### src/rtl/apb_master.sv
// APB initiator: accepts one command at a time on a valid/ready port, runs the
// SETUP/ACCESS handshake toward a decoded slave and returns a one-cycle response.
module apb_master #(
   parameter int unsigned NUM_SLAVES = 4,
   parameter int unsigned SEL_LSB    = 12,
   parameter int unsigned TIMEOUT    = 16
) (
   input  logic                       PCLK,
   input  logic                       PRESETn,
   // command / response side
   input  logic                       cmd_valid,
   output logic                       cmd_ready,
   input  logic                       cmd_write,
   input  logic [31:0]                cmd_addr,
   input  logic [31:0]                cmd_wdata,
   output logic                       rsp_valid,
   output logic [31:0]                rsp_rdata,
   output logic                       rsp_err,
   // APB side
   output logic [31:0]                PADDR,
   output logic [NUM_SLAVES-1:0]      PSEL,
   output logic                       PENABLE,
   output logic                       PWRITE,
   output logic [31:0]                PWDATA,
   input  logic [32*NUM_SLAVES-1:0]   PRDATA,
   input  logic [NUM_SLAVES-1:0]      PREADY,
   input  logic [NUM_SLAVES-1:0]      PSLVERR
);

   // A single slave still needs a 1-bit index register; it is simply held at 0.
   localparam int unsigned IDX_W = (NUM_SLAVES > 1) ? $clog2(NUM_SLAVES) : 1;

   typedef enum logic [1:0] {
      StIdle,
      StSetup,
      StAccess
   } state_e;

   state_e                  state;
   logic [IDX_W-1:0]        idx;
   logic [31:0]             cnt;

   logic [IDX_W-1:0]        cmd_idx;
   logic                    cmd_idx_ok;
   logic [NUM_SLAVES-1:0]   sel_dec;
   logic                    sel_ready;
   logic                    sel_err;
   logic [31:0]             sel_rdata;

   // Slave index field of the incoming address.
   if (NUM_SLAVES == 1) begin : g_one_slave
      assign cmd_idx = '0;
   end else begin : g_many_slaves
      assign cmd_idx = cmd_addr[SEL_LSB +: IDX_W];
   end

   // Non-power-of-two slave counts leave unused index codes; those are decode errors.
   assign cmd_idx_ok = (32'(cmd_idx) < NUM_SLAVES);

   // One-hot select for the incoming command's slave.
   always_comb begin
      sel_dec = '0;
      for (int k = 0; k < int'(NUM_SLAVES); k++) begin
         if (32'(cmd_idx) == 32'(k)) sel_dec[k] = 1'b1;
      end
   end

   // Return path from the slave owning the current transfer.
   assign sel_ready = PREADY[idx];
   assign sel_err   = PSLVERR[idx];
   assign sel_rdata = PRDATA[idx*32 +: 32];

   // Ready only while idle; the response cycle is idle so back-to-back accepts work.
   assign cmd_ready = (state == StIdle);

   // Transfer sequencer with registered APB and response outputs.
   always_ff @(posedge PCLK) begin
      if (!PRESETn) begin
         state     <= StIdle;
         idx       <= '0;
         cnt       <= '0;
         PSEL      <= '0;
         PENABLE   <= 1'b0;
         PADDR     <= '0;
         PWRITE    <= 1'b0;
         PWDATA    <= '0;
         rsp_valid <= 1'b0;
         rsp_rdata <= '0;
         rsp_err   <= 1'b0;
      end else begin
         rsp_valid <= 1'b0;
         case (state)
            StIdle: begin
               if (cmd_valid) begin
                  PADDR  <= cmd_addr;
                  PWRITE <= cmd_write;
                  PWDATA <= cmd_wdata;
                  if (cmd_idx_ok) begin
                     idx   <= cmd_idx;
                     PSEL  <= sel_dec;
                     cnt   <= '0;
                     state <= StSetup;
                  end else begin
                     rsp_valid <= 1'b1;
                     rsp_err   <= 1'b1;
                     rsp_rdata <= '0;
                  end
               end
            end
            StSetup: begin
               PENABLE <= 1'b1;
               state   <= StAccess;
            end
            StAccess: begin
               if (sel_ready) begin
                  rsp_valid <= 1'b1;
                  rsp_err   <= sel_err;
                  rsp_rdata <= (!PWRITE && !sel_err) ? sel_rdata : 32'd0;
                  PSEL      <= '0;
                  PENABLE   <= 1'b0;
                  state     <= StIdle;
               end else begin
                  cnt <= cnt + 32'd1;
                  // Abort after TIMEOUT consecutive not-ready ACCESS cycles.
                  if ((TIMEOUT != 0) && (cnt + 32'd1 == TIMEOUT)) begin
                     rsp_valid <= 1'b1;
                     rsp_err   <= 1'b1;
                     rsp_rdata <= '0;
                     PSEL      <= '0;
                     PENABLE   <= 1'b0;
                     state     <= StIdle;
                  end
               end
            end
            default: begin
               PSEL    <= '0;
               PENABLE <= 1'b0;
               state   <= StIdle;
            end
         endcase
      end
   end

endmodule
### config.mk
export PLATFORM = sky130hd
export DESIGN_NAME = apb_master
export DESIGN_NICKNAME = d
export VERILOG_FILES = /design/src/rtl/apb_master.sv
export SDC_FILE = /design/constraint.sdc
export NUM_CORES = 1
export LEC_CHECK = 0
export CAP_MARGIN = 30
export CORE_AREA = 2 2 121 123
export CTS_CLUSTER_DIAMETER = 30
export CTS_CLUSTER_SIZE = 16
export DETAILED_ROUTE_END_ITERATION = 7
export DIE_AREA = 0 0 123 125
export DONT_BUFFER_PORTS = 1
export GPL_ROUTABILITY_DRIVEN = 0
export PLACE_DENSITY = 0.66
export SYNTH_ARGS = -nofsm -noshare
export SYNTH_HDL_FRONTEND = slang
export SYNTH_SLANG_ARGS = --single-unit
### constraint.sdc
create_clock -name PCLK -period 3.7 [get_ports PCLK]
set_input_delay 0.37 -clock PCLK [delete_from_list [all_inputs] [get_ports PCLK]]
set_output_delay 0.37 -clock PCLK [all_outputs]
set_load 0.02 [all_outputs]
======== Yosys cells after proc, flatten, opt, wreduce, memory -nomap -nowiden ========
Cells that the tools add are included.
storage, ports and cells
  input bits .............................. 204
  bits in latches ......................... 0
  memories ................................ 0
  bits in registers ....................... 140
  bits in read-only memories .............. 0
  logic and storage cells ................. 68
  bits in writable memories ............... 0
operators by class
  equal/unequal tests ..................... 9
  muxes and demuxes ....................... 29
  order comparisons ....................... 1
  reductions and logical operators ........ 14
  bitwise gates (word level) .............. 2
  $mul .................................... 0
  divide/modulo/power cells ............... 0
  add/subtract/negate cells ............... 1
  shift operators ......................... 1
operator list
  kind                                                                           count
  32-bit 2-to-1 mux                                                              5
  128-bit by 8-bit variable part select with 32-bit output                       1
  32-bit one-hot mux with 2 select lines                                         1
  32-bit by 1-bit adder with 32-bit output (second input constant)               1
  32-bit by 5-bit equality test with 1-bit output (second input constant)        1
  1-bit 2-to-1 mux                                                               12
  4-bit 2-to-1 mux                                                               3
  4-bit one-hot mux with 3 select lines                                          1
  2-bit AND reduction                                                            5
  2-bit equality test (second input constant)                                    3
  2-bit 2-to-1 mux                                                               3
  2-bit one-hot mux with 3 select lines                                          1
  3-bit AND reduction                                                            2
  1-bit binary-select mux with 2-bit select                                      2
  2-bit by 1-bit equality test with 1-bit output (second input constant)         2
  2-bit zero test                                                                2
  2-bit != test (second input constant)                                          2
  2-bit nonzero test                                                             2
  2-bit by 3-bit less-than comparator with 1-bit output (second input constant)  1
  3-bit != test (second input constant)                                          1
  1-bit one-hot mux with 3 select lines                                          1
  1-bit zero test                                                                2
  1-bit NOT                                                                      2
  1-bit logical AND                                                              1

======== Longest topological paths before layout ========
Gate-level depths: netlist of the first run.
  depth after elaboration ................. 6
  mapped depth ............................ 11
  mapped depth without buffers ............ 8

======== Least setup slack after synthesis of the first run ========
OpenSTA, ideal clock, no wires.
  path type ............................... register to register
  start point ............................. register cnt[0]
  end point ............................... register rsp_rdata[16]
  data arrival time ....................... 2.671 ns
  path buffers ............................ 2
  cell stages (with the launch flop) ...... 11
  required time ........................... 3.633 ns
  setup slack ............................. 0.962 ns
  cell sequence ........................... dfxtp_1 ha_1 nand3_2 or4_1 or4_1 nand4_1 a211oi_2 and4_4 buf_6 buf_6 o21ai_2
on the way
  cells in the longest elaborated chain, start to end .. 4
RTL lines
  item                                             RTL line  text
  from (decl)                                      41        logic [31:0] cnt;
  from (signal assigned)                           123       cnt <= cnt + 32'd1;
  32-bit by 1-bit adder with 32-bit output         125       if ((TIMEOUT != 0) && (cnt + 32'd1 == TIMEOUT)) begin
  32-bit by 5-bit equality test with 1-bit output  125
  2-bit nonzero test (no source line)              n/a
  2-bit AND reduction (no source line)             n/a
  to (signal assigned)                             118       rsp_rdata <= (!PWRITE && !sel_err) ? sel_rdata : 32'd0;
  to (decl)                                        17        output logic [31:0] rsp_rdata,
Every way passes these cells.
A chain may end at the register's enable or synchronous reset.

======== Final worst setup path of the first run ========
  start point ............................. register cnt[0]
  end point ............................... register PSEL[3]
on the way
  cells in the longest elaborated chain, start to end .. 4
RTL lines
  item                                             RTL line  text
  32-bit by 1-bit adder with 32-bit output         125
  32-bit by 5-bit equality test with 1-bit output  125
  3-bit != test (no source line)                   n/a
  3-bit AND reduction (no source line)             n/a
  to (signal assigned)                             100       PSEL <= sel_dec;
  to (decl)                                        21        output logic [NUM_SLAVES-1:0] PSEL,
Every way passes these cells.

==> results of run 1 <==
==> final cells by class <==
cell class                 instances  share of cell area
clock buffer                      19              0.0568
tap                              184              0.0295
timing repair buffer              12              0.0132
sequential                       138               0.355
clock inverter                    13              0.0168
inverter                           7             0.00337
multi-input combinational        651               0.526
==> state kept, by name, summed over array words and instances, names as in the netlist <==
name,cells
state,2
PWRITE,1
PENABLE,1
PSEL,4
rsp_valid,1
rsp_rdata,32
PADDR,32
PWDATA,32
cnt,32
rsp_err,1
==> power groups by stage <==
stage	clock network, mW	logic, mW	registers (mW)
6_report	1.65	0.309	1.70
4_1_cts	1.67	0.307	1.70
3_5_place_dp	0	0.305	1.73
3_3_place_gp	0	0.296	1.73
5_1_grt	1.74	0.342	1.71
2_1_floorplan	0	0.274	1.70
==> critical path, cell delays in order, from the launching register on <==
cell and delay, ns:
dfxtp_1 0.45, ha_1 0.31, nand3_2 0.23, nor4_2 0.56, nand3_1 0.27, a211o_1 0.31, a211oi_2 0.25, and4_4 0.57
o21ai_0 0.19
==> per-layer routing <==
metal | global-route usage | part of all wire | vias to the layer above
met1 | 0.310 | 0.39 | 3114
met5 | 0 | 0 | -
met3 | 0.0671 | 0.078 | 42
met4 | 0.0922 | 0.026 | 0
met2 | 0.434 | 0.51 | 299
li1 | - | - | 3072
==> worst min path at each step <==
stage / start / end / slack, ns / cells past startpoint
5_1_grt: cmd_addr[31] / PADDR[31] / 0.07 / 2
4_1_cts: cmd_addr[18] / PADDR[18] / 0.06 / 2
6_report: cmd_addr[15] / PADDR[15] / 0.07 / 2
3_3_place_gp: cnt[31] / cnt[31] / 0.49 / 2
3_5_place_dp: cmd_addr[13] / PSEL[2] / 0.51 / 2
2_1_floorplan: cnt[31] / cnt[31] / 0.48 / 2
==> metrics by stage <==
step,power [mW],instance area [sq um],instances
final,3.66,7800,1024
after global routing,3.79,7800,1024
after CTS,3.68,7800,1024
after detailed placement,2.04,7220,992
after global placement,2.03,7220,992
after floorplan,1.97,7210,874
==> cells in the final DEF (no fill, tap or decap), types with 3 or more instances in the layout <==
cell type and count:
o21ai_2 10, mux2i_1 4, nand4b_1 3, or3_1 8
nand3b_1 5, inv_1 6, nand2_1 155, clkbuf_16 17
o21a_1 3, or4_1 5, and4_1 6, a211oi_1 5
nor2b_1 34, and2_1 5, o21ai_1 9, dfxtp_1 136
nor3_1 17, clkinvlp_4 5, nand3_1 54, nor2_1 36
inv_6 5, mux4_2 33, buf_4 11, a21oi_1 102
a31oi_1 41, o21ai_0 47, xnor2_1 6, and3_1 8
a311oi_1 3, nand4_1 15
==> kinds of logic after synthesis <==
logic type / Yosys count / synth area share
AO/OA/AOI/OAI: 238 / 0.194
XOR/XNOR: 8 / 0.00972
adder cells (fa/ha/maj): 2 / 0.00347
buffers and inverters: 85 / 0.0493
flip-flops: 138 / 0.383
multiplexers: 38 / 0.110
AND/OR/NAND/NOR: 365 / 0.250
==> impl_metrics.ini, run 1 <==
[global_routing]
antenna_found_initial = 0
grt_usage = 0.256
grt_max_degree = 86
grt_pass1_vias = 6012
overflow = 0
grt_first_pass_wirelength_um = 31300

[placement]
port_buffers = 0
place_ws_ns = 0.446
hpwl_um = 14500

[critical_path]
reg2reg_from = cnt[0]
cp_max_fo = 38
path_class = flop to flop
reg2reg_to = PSEL[3]
reg2reg_slack_ns = 0.38
cp-startpoint = cnt[0]
crit_arrival_ns = 3.60
critPathCapture = PSEL[3]
critPathLaunchType = flop
cp-end-kind = flop
r2r.worst_path.cells = 8
required_ns = 3.98

[synthesis]
synth_area_sq_mm = 0.00721
synthTopCellsByArea = dfxtp_1 (38%), mux4_2 (10%), nand2_1 (8.1%), a21oi_1 (7.1%), nand3_1 (3.7%)
ys.warnings.count = 0
synth-seq-cells = 138
synth.distinct_cells = 60
syn_nets = 1080
synth-seq-area-share = 0.383
synthArstFlopShare = 0
syn_inst = 874
synthTopCellsByCount = nand2_1 (155), dfxtp_1 (138), a21oi_1 (102), clkbuf_1 (65), nand3_1 (54)
synth_most_common_cell = nand2_1
synth_edf_count = 0
yosysTopAreaCell = dfxtp_1
syn_area_per_cell_sq_um = 8.25
ys.flop_type = dfxtp_1
synth_top_area_frac = 0.383

[cells_and_area]
area_delta_synth_final_pct = 8.12
layout-drive-gt1-share = 0.123
fillCellCount = 1311
multi_input_area_sq_mm = 0.00410
regArea_sq_mm = 0.00277
diodes = 0
nets = 1033
fin_util = 0.549

[drt]
drt_iter0_markers = 562
wirelength_um = 20500
ant_nets = 0
vias_per_cell = 6.37
via_count = 6527
wire_per_inst_um = 20.0
drcViolationCount = 0
dr.pass1.iters = 5

[timing]
hold_ws_ns = 0.0735
finalSetupViolCount = 0
rsz0062_at_grt = no
finalHoldViolations = 0
min_period_ns = 3.32
postLayoutSetupSlackWorst_ns = 0.378
timing.setup.tns_ns = 0
maxSlewViolCount = 0
tightest_slew_ns = 0.735
timing.final.crit_share = 0.898
fmax_ghz = 0.301
skew_ns = 0.0180
maxSlewHeadroom = 0.510

[die]
dieArea_sq_mm = 0.0154
fp.dieH_um = 125
design.portCount = 309
die_w_um = 123
coreArea_sq_mm = 0.0142
num_rows = 44
start_util = 0.508

[min_path]
holdCritPathClass = primary input to flop

[power_and_ir_drop]
p_comb_frac = 0.084
p_switching_mw = 1.01
powerDensity_mw_per_mm2 = 469
power.leakage_nw = 2.55
p_clk_frac = 0.451
swShare = 0.277
power_frac_seq = 0.465
power.internal_mw = 2.64
ir_worst_vdd_mv = 0.281

[clock_network]
cts-resized-gates = 0
cts.sinks = 138
ctsHoldBuffers = 0
cts_buffer_depth = 2
insertion_delay_ns = 0.43
cts.reportedPaths.clkPinSlew_ns = 0.06
cts_buffers = 17
cts_tree = done
root_buffer = clkbuf_16
post-cts-setup-buffers = 0
htree_num_levels = 4

[outcome]
outcome = complete, no violations

[flow_run]
cap_violations = 0
Power figures use the tool's default switching activity.
==> run 2, diff against run 1 <==
--- a/config.mk
+++ b/config.mk
@@ -14,6 +14,7 @@
 export DONT_BUFFER_PORTS = 1
 export GPL_ROUTABILITY_DRIVEN = 0
 export PLACE_DENSITY = 0.66
+export REMOVE_ABC_BUFFERS = 1
 export SYNTH_ARGS = -nofsm -noshare
 export SYNTH_HDL_FRONTEND = slang
 export SYNTH_SLANG_ARGS = --single-unit
==> run 2 against run 1 <==
Via count rose by 0.61%. Clock skew shrank 0.0074 ns. First-iteration DRC count increased by 15%. Maximum frequency increased by 0.50%. Core utilization is 0.45 points higher. Sequential cell count did not move. Sequential share of layout area down 0.29 points. Critical path type unchanged. Largest power group is now clock. Highest routed layer unchanged.
==> impl_metrics.ini, run 2 (synthesis results as in run 1) <==
[timing]
min_period_ns = 3.31
finalSetupViolCount = 0
hold_ws_ns = 0.0799
skew_ns = 0.0106
tightest_slew_ns = 0.654
timing.setup.tns_ns = 0
maxSlewViolCount = 0
fmax_ghz = 0.303
finalHoldViolations = 0
timing.final.crit_share = 0.893
rsz0062_at_grt = no
maxSlewHeadroom = 0.564
postLayoutSetupSlackWorst_ns = 0.394

[clock_network]
cts_buffer_depth = 2
post-cts-setup-buffers = 0
ctsHoldBuffers = 0
cts.sinks = 138
cts-resized-gates = 0
insertion_delay_ns = 0.42
cts_tree = done
root_buffer = clkbuf_16
cts.reportedPaths.clkPinSlew_ns = 0.06
cts_buffers = 17
htree_num_levels = 4

[cells_and_area]
instances_no_fill = 1028
fin_util = 0.553
layout_common_cells = nand2_1 (155), dfxtp_1 (136), a21oi_1 (102)
final_common_cell = nand2_1
nets = 1034
area_delta_synth_final_pct = 9.00
fillCellCount = 1261
regArea_sq_mm = 0.00277
multi_input_area_sq_mm = 0.00410
final_area_sq_mm = 0.00786
layout-drive-gt1-share = 0.124

[critical_path]
cp-end-kind = flop
cp-startpoint = cnt[0]
reg2reg_slack_ns = 0.39
r2r.worst_path.cells = 8
crit_arrival_ns = 3.58
path_class = flop to flop
cp_max_fo = 38
critPathCapture = rsp_rdata[5]
reg2reg_from = cnt[0]
reg2reg_to = rsp_rdata[5]
critPathLaunchType = flop
required_ns = 3.98

[global_routing]
overflow = 0
grt_usage = 0.280
grt_pass1_vias = 6277
grt_first_pass_wirelength_um = 33900
grt_max_degree = 86
antenna_found_initial = 3

[drt]
vias_per_cell = 6.39
drt_iter0_markers = 649
dr.max_layer_used = met4
via_count = 6567
met2_length_um = 10800
wirelength_um = 22100
dr.pass1.iters = 5
wire_per_inst_um = 21.5
drcViolationCount = 0
ant_nets = 0
wl_met3_um = 2250
m1WireLength_um = 8450

[flow_run]
cap_violations = 0

[die]
num_rows = 44
start_util = 0.508
design.portCount = 309
die_w_um = 123
fp.dieH_um = 125
dieArea_sq_mm = 0.0154
coreArea_sq_mm = 0.0142

[placement]
placedCellCount = 993
port_buffers = 0
place_ws_ns = 0.441
hpwl_um = 15500
placed_cell_area_sq_mm = 0.00723

[power_and_ir_drop]
total_power_mw = 3.82
ir_worst_vdd_mv = 0.407
powerDensity_mw_per_mm2 = 486
power.leakage_nw = 2.59

[min_path]
holdCritPathClass = primary input to flop

[outcome]
outcome = complete, no violations
-- run 2: worst max-delay path, stage by stage, from the launching register on --
cell and delay (ns):
dfxtp_1 0.44, ha_1 0.31, nand3_2 0.23, nor4_2 0.55, nand3_1 0.27, a211o_1 0.30
a211oi_2 0.26, and4_4 0.59, o21ai_0 0.19
-- run 2: power breakdown --
group	switching (mW)	internal [mW]	leakage (nW)	total, mW
Combinational	0.185	0.137	1.16	0.322
Clock	0.700	1.10	0.305	1.80
Sequential	0.144	1.55	1.13	1.70
-- run 2: routing by layer --
layer / vias up / GRT usage
li1: 3072 / -
met1: 3162 / 0.332
met2: 281 / 0.445
met3: 52 / 0.116
met4: 0 / 0.116
met5: - / 0
-- run 2: worst min-delay path by stage --
stage | slack [ns] | cells past startpoint | from | to
after floorplan | 0.48 | 2 | cnt[31] | cnt[31]
after global placement | 0.49 | 2 | cnt[31] | cnt[31]
after detailed placement | 0.50 | 1 | PRESETn | cnt[30]
after CTS | 0.07 | 2 | cmd_wdata[19] | PWDATA[19]
after global routing | 0.06 | 2 | cmd_addr[10] | PADDR[10]
final | 0.08 | 2 | cmd_addr[13] | PADDR[13]
-- run 2: layout make-up --
class | instances | area share
antenna | 3 | 0.000955
clock buffer | 19 | 0.0563
clock inverter | 13 | 0.0229
inverter | 7 | 0.00334
multi-input combinational | 651 | 0.521
sequential | 138 | 0.352
tap | 184 | 0.0293
timing repair buffer | 13 | 0.0140
==> run 3, diff against run 2 <==
--- a/config.mk
+++ b/config.mk
@@ -14,7 +14,9 @@
 export DONT_BUFFER_PORTS = 1
 export GPL_ROUTABILITY_DRIVEN = 0
 export PLACE_DENSITY = 0.66
+export RECOVER_POWER = 50
 export REMOVE_ABC_BUFFERS = 1
+export SETUP_SLACK_MARGIN = 0.15
 export SYNTH_ARGS = -nofsm -noshare
 export SYNTH_HDL_FRONTEND = slang
 export SYNTH_SLANG_ARGS = --single-unit
==> run 3 against run 2 <==
Die area did not move. Highest routed layer unchanged. Clock skew barely moved. Register-to-register slack improved by 0.03 ns. Cell area barely moved. Power barely moved. Sequential power barely moved. Non-clock buffer count did not move. Global-route usage did not move. Combinational power barely moved. Final cell count did not move. Largest cell class unchanged.
==> impl_metrics.ini, run 3 (synthesis results as in run 1) <==
[timing]
maxSlewHeadroom = 0.146
postLayoutSetupSlackWorst_ns = 0.420
rsz0062_at_grt = yes
finalSetupViolCount = 0
min_period_ns = 3.28
timing.final.crit_share = 0.886
finalHoldViolations = 0
skew_ns = 0.0104
maxSlewViolCount = 0
fmax_ghz = 0.305
tightest_slew_ns = 1.28

[global_routing]
grt_pass1_vias = 6277
grt_first_pass_wirelength_um = 33900
grt_usage = 0.280
antenna_found_initial = 3
overflow = 0
grt_max_degree = 86

[drt]
dr.pass1.iters = 6
via_count = 6557
wire_per_inst_um = 21.5
wirelength_um = 22100
drcViolationCount = 0
vias_per_cell = 6.38
ant_nets = 0
drt_iter0_markers = 648

[clock_network]
insertion_delay_ns = 0.42
cts.sinks = 138
cts.reportedPaths.clkPinSlew_ns = 0.07
cts_tree = done
htree_num_levels = 4
cts-resized-gates = 0
ctsHoldBuffers = 0
cts_buffers = 17
cts_buffer_depth = 2
post-cts-setup-buffers = 0
root_buffer = clkbuf_16

[die]
design.portCount = 309
coreArea_sq_mm = 0.0142
die_w_um = 123
start_util = 0.508
num_rows = 44
dieArea_sq_mm = 0.0154
fp.dieH_um = 125

[flow_run]
cap_violations = 0

[min_path]
holdCritPathClass = primary input to flop
holdPathStages = 2

[power_and_ir_drop]
power.internal_mw = 2.79
p_switching_mw = 1.03
power_frac_seq = 0.444
power.leakage_nw = 2.59
p_comb_frac = 0.084
powerDensity_mw_per_mm2 = 486
ir_worst_vdd_mv = 0.404
p_clk_frac = 0.471
swShare = 0.269

[cells_and_area]
regArea_sq_mm = 0.00277
multi_input_area_sq_mm = 0.00410
fillCellCount = 1262
final_area_sq_mm = 0.00786
layout_common_cells = nand2_1 (155), dfxtp_1 (136), a21oi_1 (102)
area_delta_synth_final_pct = 8.97
instances_no_fill = 1028
nets = 1034
layout-drive-gt1-share = 0.124
final_common_cell = nand2_1

[outcome]
outcome = complete, no violations

[critical_path]
crit_arrival_ns = 3.56
path_class = flop to flop
cp_max_fo = 38
critPathLaunchType = flop
cp-end-kind = flop
r2r.worst_path.cells = 8
required_ns = 3.98

[placement]
placed_cell_area_sq_mm = 0.00723
hpwl_um = 15500
placedCellCount = 993
place_ws_ns = 0.441
port_buffers = 0
## run 3: changes by cell type in the layout (fill, tap and decap cells not counted)
| cell | before | now |
|---|---|---|
| buf_4 | 12 | 11 |
| clkbuf_2 | 0 | 1 |
## run 3: per-layer routing
metal | up-vias | share of wire | GRT usage
li1 | 3072 | - | -
met1 | 3119 | 0.38 | 0.332
met2 | 312 | 0.49 | 0.445
met3 | 54 | 0.11 | 0.116
met4 | 0 | 0.030 | 0.116
met5 | - | 0 | 0
## run 3: cell type report
| cell class | count | share of cell area |
|---|---|---|
| Multi-Input combinational cell | 651 | 0.522 |
| Sequential cell | 138 | 0.352 |
| Clock buffer | 19 | 0.0564 |
| Tap cell | 184 | 0.0293 |
| Clock inverter | 13 | 0.0229 |
| Timing Repair Buffer | 13 | 0.0137 |
| Inverter | 7 | 0.00334 |
| Antenna cell | 3 | 0.000955 |
## run 3: critical path, stage by stage, from the launching register on
cell	delay [ns]
dfxtp_1	0.44
ha_1	0.31
nand3_2	0.23
nor4_2	0.55
nand3_1	0.27
a211o_1	0.30
a211oi_2	0.25
and4_4	0.59
o21ai_0	0.18
## run 3: stage by stage
stage	power [mW]	hold slack [ns]	TNS (ns)	utilization
after floorplan	1.95	0.479	-86.03	-
after global placement	2.04	0.493	0	0.508
after detailed placement	2.05	0.505	0	0.509
after CTS	3.84	0.0664	0	0.553
after global routing	3.95	0.0626	0	0.553
final	3.82	0.0820	0	0.553
## run 3: worst paths after layout
kind                 startpoint      endpoint  slack [ns]
setup / recovery         cnt[0]  rsp_rdata[5]        0.42
hold / removal    cmd_wdata[24]    PWDATA[24]        0.08
setup reg to reg         cnt[0]  rsp_rdata[5]        0.42
hold reg to reg         cnt[31]       cnt[31]        0.53
## run 3: power by group through the flow
stage	clock network (mW)	logic (mW)	registers, mW
6_report	1.80	0.322	1.70
5_1_grt	1.89	0.354	1.70
4_1_cts	1.82	0.321	1.70
3_5_place_dp	0	0.319	1.73
3_3_place_gp	0	0.308	1.73
2_1_floorplan	0	0.235	1.72
